`src/rtl/ms_pkg.sv`:
```
// Shared defaults and helpers for the multi-stream input demultiplexer.
package ms_pkg;

  // Default payload width of every flow.
  localparam int MS_DATA_W = 8;
  // Default number of flows.
  localparam int MS_FLUX   = 2;
  // Default per-flow FIFO depth (power of two).
  localparam int MS_DEPTH  = 16;

  // Width of the flow tag carried in the MSBs of the input word.
  // A single flow still gets one tag bit, so the word format never collapses.
  function automatic int tag_width(input int flux);
    return (flux > 1) ? $clog2(flux) : 1;
  endfunction

endpackage

```
`src/rtl/ms_flow_fifo.sv`:
```
// First-word-fall-through FIFO for one flow. The head word, full and empty
// are all registered and computed from the post-edge pointer values, so the
// head of a freshly written word is visible one cycle after the write.
// Pointers carry one extra wrap bit: equal pointers mean empty, equal low bits
// with differing wrap bits mean full.
module ms_flow_fifo
  import ms_pkg::*;
#(
  parameter int DATA_W = MS_DATA_W,
  parameter int DEPTH  = MS_DEPTH
) (
  input  logic              clk,
  input  logic              rst,
  input  logic              wr_en,
  input  logic [DATA_W-1:0] wr_data,
  input  logic              rd_en,
  output logic [DATA_W-1:0] rd_data,
  output logic              full,
  output logic              empty
);

  localparam int AW = $clog2(DEPTH);

  logic [DATA_W-1:0] mem [DEPTH];

  logic [AW:0]       wr_ptr_reg, wr_ptr_next;
  logic [AW:0]       rd_ptr_reg, rd_ptr_next;
  logic              full_reg, full_next;
  logic              empty_reg, empty_next;
  logic [DATA_W-1:0] dout_reg, dout_next;
  logic              wr_acc;
  logic              rd_acc;

  // A write into a full FIFO is dropped even if a read frees a slot this cycle;
  // a read of an empty FIFO is ignored even if a write fills it this cycle.
  assign wr_acc = wr_en && !full_reg;
  assign rd_acc = rd_en && !empty_reg;

  // Next pointers, flags and head word as they will stand after this edge.
  always_comb begin
    wr_ptr_next = wr_ptr_reg + (AW + 1)'(wr_acc);
    rd_ptr_next = rd_ptr_reg + (AW + 1)'(rd_acc);
    empty_next  = (wr_ptr_next == rd_ptr_next);
    full_next   = (wr_ptr_next[AW] != rd_ptr_next[AW]) &&
                  (wr_ptr_next[AW-1:0] == rd_ptr_next[AW-1:0]);
    dout_next   = dout_reg;
    if (!empty_next) begin
      // The new head is the word being written right now when it lands
      // exactly in the slot the read pointer will point at.
      if (wr_acc && (rd_ptr_next == wr_ptr_reg)) begin
        dout_next = wr_data;
      end else begin
        dout_next = mem[rd_ptr_next[AW-1:0]];
      end
    end
  end

  // Storage array; no reset so it maps onto block or distributed RAM.
  always_ff @(posedge clk) begin
    if (wr_acc) begin
      mem[wr_ptr_reg[AW-1:0]] <= wr_data;
    end
  end

  // Pointer, flag and head registers; reset discards all buffered words.
  always_ff @(posedge clk or negedge rst) begin
    if (!rst) begin
      wr_ptr_reg <= '0;
      rd_ptr_reg <= '0;
      full_reg   <= 1'b0;
      empty_reg  <= 1'b1;
      dout_reg   <= '0;
    end else begin
      wr_ptr_reg <= wr_ptr_next;
      rd_ptr_reg <= rd_ptr_next;
      full_reg   <= full_next;
      empty_reg  <= empty_next;
      dout_reg   <= dout_next;
    end
  end

  assign rd_data = dout_reg;
  assign full    = full_reg;
  assign empty   = empty_reg;

endmodule

```
`src/rtl/ms_input_demux.sv`:
```
// Input demultiplexer: one tagged write stream is split into FLUX independent
// FWFT FIFOs selected by the tag in the MSBs of din. Writes with an
// out-of-range tag or aimed at a full flow are dropped without side effects.
// Optional feature: define MS_DEMUX_ERR_EN to add a sticky err output that
// latches on any dropped write until reset.
module ms_input_demux
  import ms_pkg::*;
#(
  parameter  int DATA_W = MS_DATA_W,
  parameter  int FLUX   = MS_FLUX,
  parameter  int DEPTH  = MS_DEPTH,
  localparam int TAG_W  = tag_width(FLUX)
) (
  input  logic                         clk,
  input  logic                         rst,
  input  logic [DATA_W+TAG_W-1:0]      din,
  input  logic                         write,
  output logic [FLUX-1:0]              full,
  input  logic [FLUX-1:0]              rd,
  output logic [FLUX-1:0][DATA_W-1:0]  dout,
  output logic [FLUX-1:0]              empty
`ifdef MS_DEMUX_ERR_EN
  ,
  output logic                         err
`endif
);

  logic [TAG_W-1:0]  tag;
  logic [DATA_W-1:0] payload;
  logic [FLUX-1:0]   wr_en;

  assign tag     = din[DATA_W+TAG_W-1:DATA_W];
  assign payload = din[DATA_W-1:0];

  // One steering term and one FIFO per flow. A tag that matches no flow index
  // enables nothing, so out-of-range tags are dropped by construction.
  generate
    for (genvar gi = 0; gi < FLUX; gi++) begin : g_flow
      assign wr_en[gi] = write && (tag == TAG_W'(gi)) && !full[gi];

      ms_flow_fifo #(
        .DATA_W (DATA_W),
        .DEPTH  (DEPTH)
      ) u_fifo (
        .clk     (clk),
        .rst     (rst),
        .wr_en   (wr_en[gi]),
        .wr_data (payload),
        .rd_en   (rd[gi]),
        .rd_data (dout[gi]),
        .full    (full[gi]),
        .empty   (empty[gi])
      );
    end
  endgenerate

`ifdef MS_DEMUX_ERR_EN
  logic drop;
  logic err_reg;

  // A write that reaches no FIFO is a protocol error.
  assign drop = write && !(|wr_en);

  // Sticky error flag, cleared only by reset.
  always_ff @(posedge clk or negedge rst) begin
    if (!rst) begin
      err_reg <= 1'b0;
    end else if (drop) begin
      err_reg <= 1'b1;
    end
  end

  assign err = err_reg;
`endif

endmodule

```
`config.mk`:
```
export PLATFORM = sky130hd
export DESIGN_NAME = ms_input_demux
export DESIGN_NICKNAME = d
export VERILOG_FILES = /design/src/rtl/ms_pkg.sv /design/src/rtl/ms_flow_fifo.sv /design/src/rtl/ms_input_demux.sv
export SDC_FILE = /design/constraint.sdc
export NUM_CORES = 1
export LEC_CHECK = 0
export BUFFER_PORTS_ARGS = -buffer_cell sky130_fd_sc_hd__buf_4
export CAP_MARGIN = 25
export CORE_UTILIZATION = 35
export DETAILED_ROUTE_END_ITERATION = 10
export PLACE_DENSITY = 0.52
export RECOVER_POWER = 100
export REMOVE_ABC_BUFFERS = 1
export SETUP_SLACK_MARGIN = 0.15
export SYNTH_ARGS = -nofsm -noshare
export SYNTH_HDL_FRONTEND = slang
export SYNTH_SLANG_ARGS = --single-unit
```
`constraint.sdc`:
```
create_clock -name clk -period 3.8 [get_ports clk]
set_input_delay 0.57 -clock clk [delete_from_list [all_inputs] [get_ports clk]]
set_output_delay 0.57 -clock clk [all_outputs]
set_load 0.05 [all_outputs]
```
### Yosys cells after proc, flatten, opt, wreduce, memory -nomap -nowiden

Memories as Yosys holds them, arrays and structs flattened.
Index checks and enable logic that the tools add are counted.

| operators by class | value |
|---|---|
| divide/modulo/power cells | 0 |
| reduce and logical (&&, ||, !) cells | 16 |
| order comparisons | 0 |
| muxes and demuxes | 6 |
| shift-type cells | 0 |
| bitwise operators | 1 |
| multipliers | 0 |
| add/sub/neg operators | 4 |
| equal/unequal tests | 8 |

Operators with widths:

| kind | number |
|---|---|
| adder 5 x 1 -> 5 bit | 4 |
| == test 5 bit | 4 |
| 2-to-1 mux 8 bit | 2 |
| logical AND 1 bit | 12 |
| == test 4 bit | 2 |
| logical NOT 1 bit | 4 |
| 2-to-1 mux 1 bit | 4 |
| inequality test 1 bit | 2 |
| inverter 1 bit | 1 |

| storage, ports and cells | value |
|---|---|
| memories | 2 |
| RAM bits | 256 |
| latch bits | 0 |
| ROM bits | 0 |
| word-level logic and storage cells | 47 |
| register bits | 40 |

Memories:

| name | depth | bits a word | rd ports | clocked after memory_dff | wr ports | line | RTL |
|---|---|---|---|---|---|---|---|
| g_flow[0].u_fifo.mem | 16 | 8 | 1 | 0 | 1 | ms_flow_fifo.sv:24 | `logic [DATA_W-1:0] mem [DEPTH];` |
| g_flow[1].u_fifo.mem | 16 | 8 | 1 | 0 | 1 | ms_flow_fifo.sv:24 |  |

### Logic depth before layout (Yosys ltp)

| depth | value |
|---|---|
| depth after elaboration | 7 |
| depth in mapped cells | 10 |

### Hierarchy

Synthesis repeated with hierarchy kept, for this count alone.

| second synthesis, totals | value |
|---|---|
| cells, all modules | 628 |
| area, all modules | 11940.2 um^2 |

By module, submodules not included:

| module | cells each | area each (um^2) | instances |
|---|---|---|---|
| ms_flow_fifo | 313 | 5959.5 | 2 |
| ms_input_demux | 2 | 21.3 | 1 |

### Least setup slack after synthesis

OpenSTA, ideal clock, no wires.

| path | value |
|---|---|
| path type | in2reg |
| start | input rd[0] |
| end | register g_flow[0].u_fifo.dout_reg[4] |
| slack | 0.923 ns |
| library setup time | 0.125 ns |
| arrival | 2.752 ns |
| stages on the path | 10 |
| data required time | 3.675 ns |
| path through | nor2b_1 > ha_1 > ha_1 > clkbuf_1 > buf_1 > mux4_2 > mux2i_1 > mux2i_1 > mux2_2 > mux2_2 |

| between the ends | value |
|---|---|
| longest elaborated chain between the ends | 5 |
| elaborated cells between the ends (all ways) | 7 |
| those cells by class | add/sub: 1; eq/ne: 2; mux: 1; reduce/logical: 2; memory: 1 |

RTL lines:

| what | line | RTL |
|---|---|---|
| start, declared | ms_input_demux.sv:19 | `input logic [FLUX-1:0] rd,` |
| logical AND 1 bit (*) | ms_flow_fifo.sv:37 | `assign rd_acc = rd_en && !empty_reg;` |
| adder 5 x 1 -> 5 bit (*) | ms_flow_fifo.sv:42 | `rd_ptr_next = rd_ptr_reg + (AW + 1)'(rd_acc);` |
| net g_flow[0].u_fifo.rd_ptr_next[1] | ms_flow_fifo.sv:27 | `logic [AW:0] rd_ptr_reg, rd_ptr_next;` |
| branches (longest 3 deep; another with memory read (16 x 8 bit)) | n/a |  |
| end signal, assigned | ms_flow_fifo.sv:78 | `dout_reg <= dout_next;` |
| end, declared | ms_flow_fifo.sv:30 | `logic [DATA_W-1:0] dout_reg, dout_next;` |

Mark *: on every way through the listed nets, which the timed path passes.
A chain may end at the register's enable or synchronous reset.

### Worst setup path in the final report

| path | value |
|---|---|
| start | register g_flow[0].u_fifo.empty_reg |
| end | register g_flow[0].u_fifo.dout_reg[1] |

| between the ends | value |
|---|---|
| longest elaborated chain between the ends | 6 |
| elaborated cells between the ends (all ways) | 8 |
| those cells by class | add/sub: 1; eq/ne: 2; mux: 1; reduce/logical: 3; memory: 1 |

RTL lines:

| what | line | RTL |
|---|---|---|
| start, declared | ms_flow_fifo.sv:29 | `logic empty_reg, empty_next;` |
| start signal, assigned | ms_flow_fifo.sv:77 | `empty_reg <= empty_next;` |
| logical NOT 1 bit (*) | ms_flow_fifo.sv:37 |  |
| logical AND 1 bit (*) | ms_flow_fifo.sv:37 |  |
| adder 5 x 1 -> 5 bit (*) | ms_flow_fifo.sv:42 |  |
| branches (longest 3 deep; another with memory read (16 x 8 bit)) | n/a |  |

Mark *: on every way between the ends.

==> flow_metrics.tcl <==
set metrics [dict create \
    ys.flop_type "edfxtp_1" \
    finalSetupTns_ns 0 \
    largest_reg_flops 256 \
    grt-ovfl-total 0 \
    static-leakage-power_uw 0.00486 \
    crit_family "XOR/XNOR gates" \
    synth_area_um2 12400 \
    multiInputGateArea_um2 3350 \
    slew_headroom_pct -64.9 \
    cp_num_buf_inv 0 \
    cp-startpoint "g_flow[0].u_fifo.empty$_DFF_PN1_" \
    avgSynthCellArea_um2 21.0 \
    antenna_cells 0 \
    postCtsHoldBufs 0 \
    tightest_slew_ns 2.47 \
    ys_warn_count 0 \
    rows 68 \
    core_area_um2 34700 \
    min_path_type "register to register" \
    wl_um 25300 \
    cts_setup_buffers 0 \
    netlist-cell-type-count 40 \
    violations "capacitance limit, slew limit" \
    synth_compound_area_share_pct 0 \
    clk_pin_slew_ns 0.06 \
    path_class "register to register" \
    synth.yosys.seq_area_share_pct 70.1 \
    gp_congestion 0.741 \
    drtPass1Iterations 4 \
    final_cells 1121 \
    post_cts_resized 0 \
    cp_max_fo 10 \
    skew_ns 0.0125 \
    dp_hpwl_um 15500 \
    rsz0062_at_grt "no" \
    post-route-period-util_pct 85.0 \
    worstSkewPairLatency_ns 0.56 \
    synthArstFlopShare_pct 13.5 \
    die_x_um 190 \
    yosysTopAreaCell "edfxtp_1" \
    grt_first_pass_wirelength_um 38000 \
    grt.total_usage_pct 14.3 \
    avgRoutedWirePerCell_um 22.6 \
    cp_slowest_cell "xor2_1" \
    fill_cells 3106 \
    cts-buffers-inserted 29 \
    r2r_slack_ns 0.57 \
    maxSlewViolCount 321 \
    ios 34 \
    synth.top_cell.area_share_pct 62.0 \
    worstPathRequired_ns 4.24 \
    critPathMaxStageDelay_ns 1.10 \
    synth_area_leaders "edfxtp_1, mux4_1, dfrtp_1" \
    power.total_uw 12300 \
    start_kind "register" \
    final_nets 665 \
    antenna_found_initial 0 \
    area_growth_pct 12.6 \
    ant_nets 0 \
    cp_num_cells 7 \
    status "finished, violations left" \
    cts_root_buf "clkbuf_16" \
    portBuffers 33 \
    drc 0 \
    rr_startpoint "g_flow[0].u_fifo.empty$_DFF_PN1_" \
    max_freq_ghz 0.309 \
    vdd_drop_max_v 0.000536 \
    finalSetupViolCount 0 \
    fin_crit_ns 3.23 \
    hold-worst-slack_ns 0.510 \
    cp_cell_sequence "nor2b_1 > ha_1 > nand3_1 > xor2_1 > xor2_1 > nand3_1 > mux2_2" \
    maxCapViolCount 9 \
    initial_core_util_pct 35.7 \
    dp_cells 1067 \
    synth_top_family_by_area "multiplexers" \
    ff_latch_area_um2 8690 \
    cts_tree "built" \
    synthMuxAreaShare_pct 20.2 \
    viasPerCell 4.94 \
    crit_end "g_flow[0].u_fifo.rd_data[1]$_DFFE_PN0P_" \
    first_iter_violations 376 \
    vias 5534 \
    chipHeight_um 190 \
    final-hold-violation-count 0 \
    power.density_nw_per_um2 881 \
    ys_seq_elements 296 \
    drive_gt1_share_pct 16.8 \
    crit_path_end_kind "register" \
    netlist_instances 589 \
    r2r_end "g_flow[0].u_fifo.rd_data[1]$_DFFE_PN0P_" \
    synthXorXnorAreaFrac_pct 3.42 \
    cts.sinks 296 \
    cp.arrival_ns 3.67 \
    grt_max_degree 41 \
    synth_fa_ha_area_share_pct 0.808 \
    yosys.area_share.simple_pct 3.19 \
    synth_edf_count 256 \
    htree_levels 1 \
    reg2regPathDepth 7 \
    dieArea_um2 36200 \
    cts_max_path_buffers 3 \
    grt_pass1_vias 5951 \
]
-- cells in the final DEF, fill, tap and decap left out, types with 2 or more instances in the layout --
cell type	netlist	layout
xor3_1	3	3
mux4_2	18	18
dfstp_1	0	2
xor2_4	4	2
ha_1	8	8
mux2_2	17	17
xnor2_1	6	6
mux2_4	14	7
nand2_1	7	7
nand2b_1	4	4
dfrtp_1	38	38
nor2_1	29	29
nand3_1	8	10
mux4_1	46	46
mux2i_1	48	48
bufinv_16	0	6
mux2_1	1	8
clkinv_2	0	3
buf_4	5	9
nor2b_1	2	2
nor3_1	11	11
buf_12	2	3
clkbuf_16	0	29
or3_1	2	2
edfxtp_1	256	256
clkbuf_1	3	39
nand3b_1	2	2
xor2_1	17	19
inv_1	9	9
clkinvlp_4	0	4
clkinv_4	0	4
clkinv_1	0	4
-- how the worst min path moves through the flow --
stage	start	slack [ns]	endpoint	depth (start not counted)
finish	g_flow[0].u_fifo.rd_data[5]$_DFFE_PN0P_	0.51	g_flow[0].u_fifo.rd_data[5]$_DFFE_PN0P_	1
global route	g_flow[0].u_fifo.rd_data[6]$_DFFE_PN0P_	0.53	g_flow[0].u_fifo.rd_data[6]$_DFFE_PN0P_	1
CTS	rst	0.01	g_flow[0].u_fifo.rd_data[5]$_DFFE_PN0P_	1
detailed placement	g_flow[0].u_fifo.rd_data[6]$_DFFE_PN0P_	0.50	g_flow[0].u_fifo.rd_data[6]$_DFFE_PN0P_	1
global placement	g_flow[0].u_fifo.rd_data[6]$_DFFE_PN0P_	0.50	g_flow[0].u_fifo.rd_data[6]$_DFFE_PN0P_	1
floorplan	rst	0.27	g_flow[0].u_fifo.full$_DFF_PN0_	0
-- cell families (layout without fill, tap and decap cells) --
logic type / Yosys count / in the layout
XOR/XNOR: 32 / 32
adder cells (fa/ha/maj): 8 / 8
buffers and inverters: 36 / 113
flip-flops: 296 / 296
multiplexers: 144 / 144
AND/OR/NAND/NOR: 73 / 73
-- cell type report --
class	instances	share of cell area, %
inverters	10	0.269
repair buffers	49	1.91
flip-flops and latches	296	62.3
well taps	455	4.08
clock buffers	31	5.25
clock inverters	23	2.18
multi-input cells	257	24.0
-- where the power goes --
part	switching [µW]	internal, µW
Combinational	2640	2350
Sequential	293	3940
Clock	1260	1820
Total	4190	8110
-- per-layer routing --
layer / global-route usage (%) / vias up / routed length, µm
met3: 1.94 / 25 / 715
met2: 24.1 / 70 / 12700
li1: - / 2497 / -
met4: 3.66 / 0 / 369
met1: 19.5 / 2942 / 11600
met5: 0 / - / 0
-- through the flow --
stage | instance area, µm² | worst slack (ns) | utilization (%)
final | 14000 | 0.568 | 40.2
after CTS | 14200 | 0.796 | 40.8
after global placement | 13100 | 0.603 | 37.8
after floorplan | 12200 | 0.275 | -
after detailed placement | 13100 | 0.574 | 37.8
after global routing | 14000 | 0.386 | 40.2
-- cells in the mapped netlist (5+ instances only) --
cell and n:
buf_6 5, nor2_1 29, xor2_1 17, inv_1 9
edfxtp_1 256, mux2i_1 48, xnor2_1 6, ha_1 8
nand2_1 7, dfrtp_1 38, nor3_1 11, mux2_4 14
mux4_2 18, buf_4 5, nand3_1 8, mux4_1 46
mux2_2 17
-- worst register-to-register path: cells and delay by family, from the launching register on --
kind          cells  cell delay, ns
flops             1            0.53
simple gates      3            0.60
mux               1            0.42
fa+ha+maj         1            0.20
xor+xnor          2            1.35
Power figures use the tool's default switching activity.
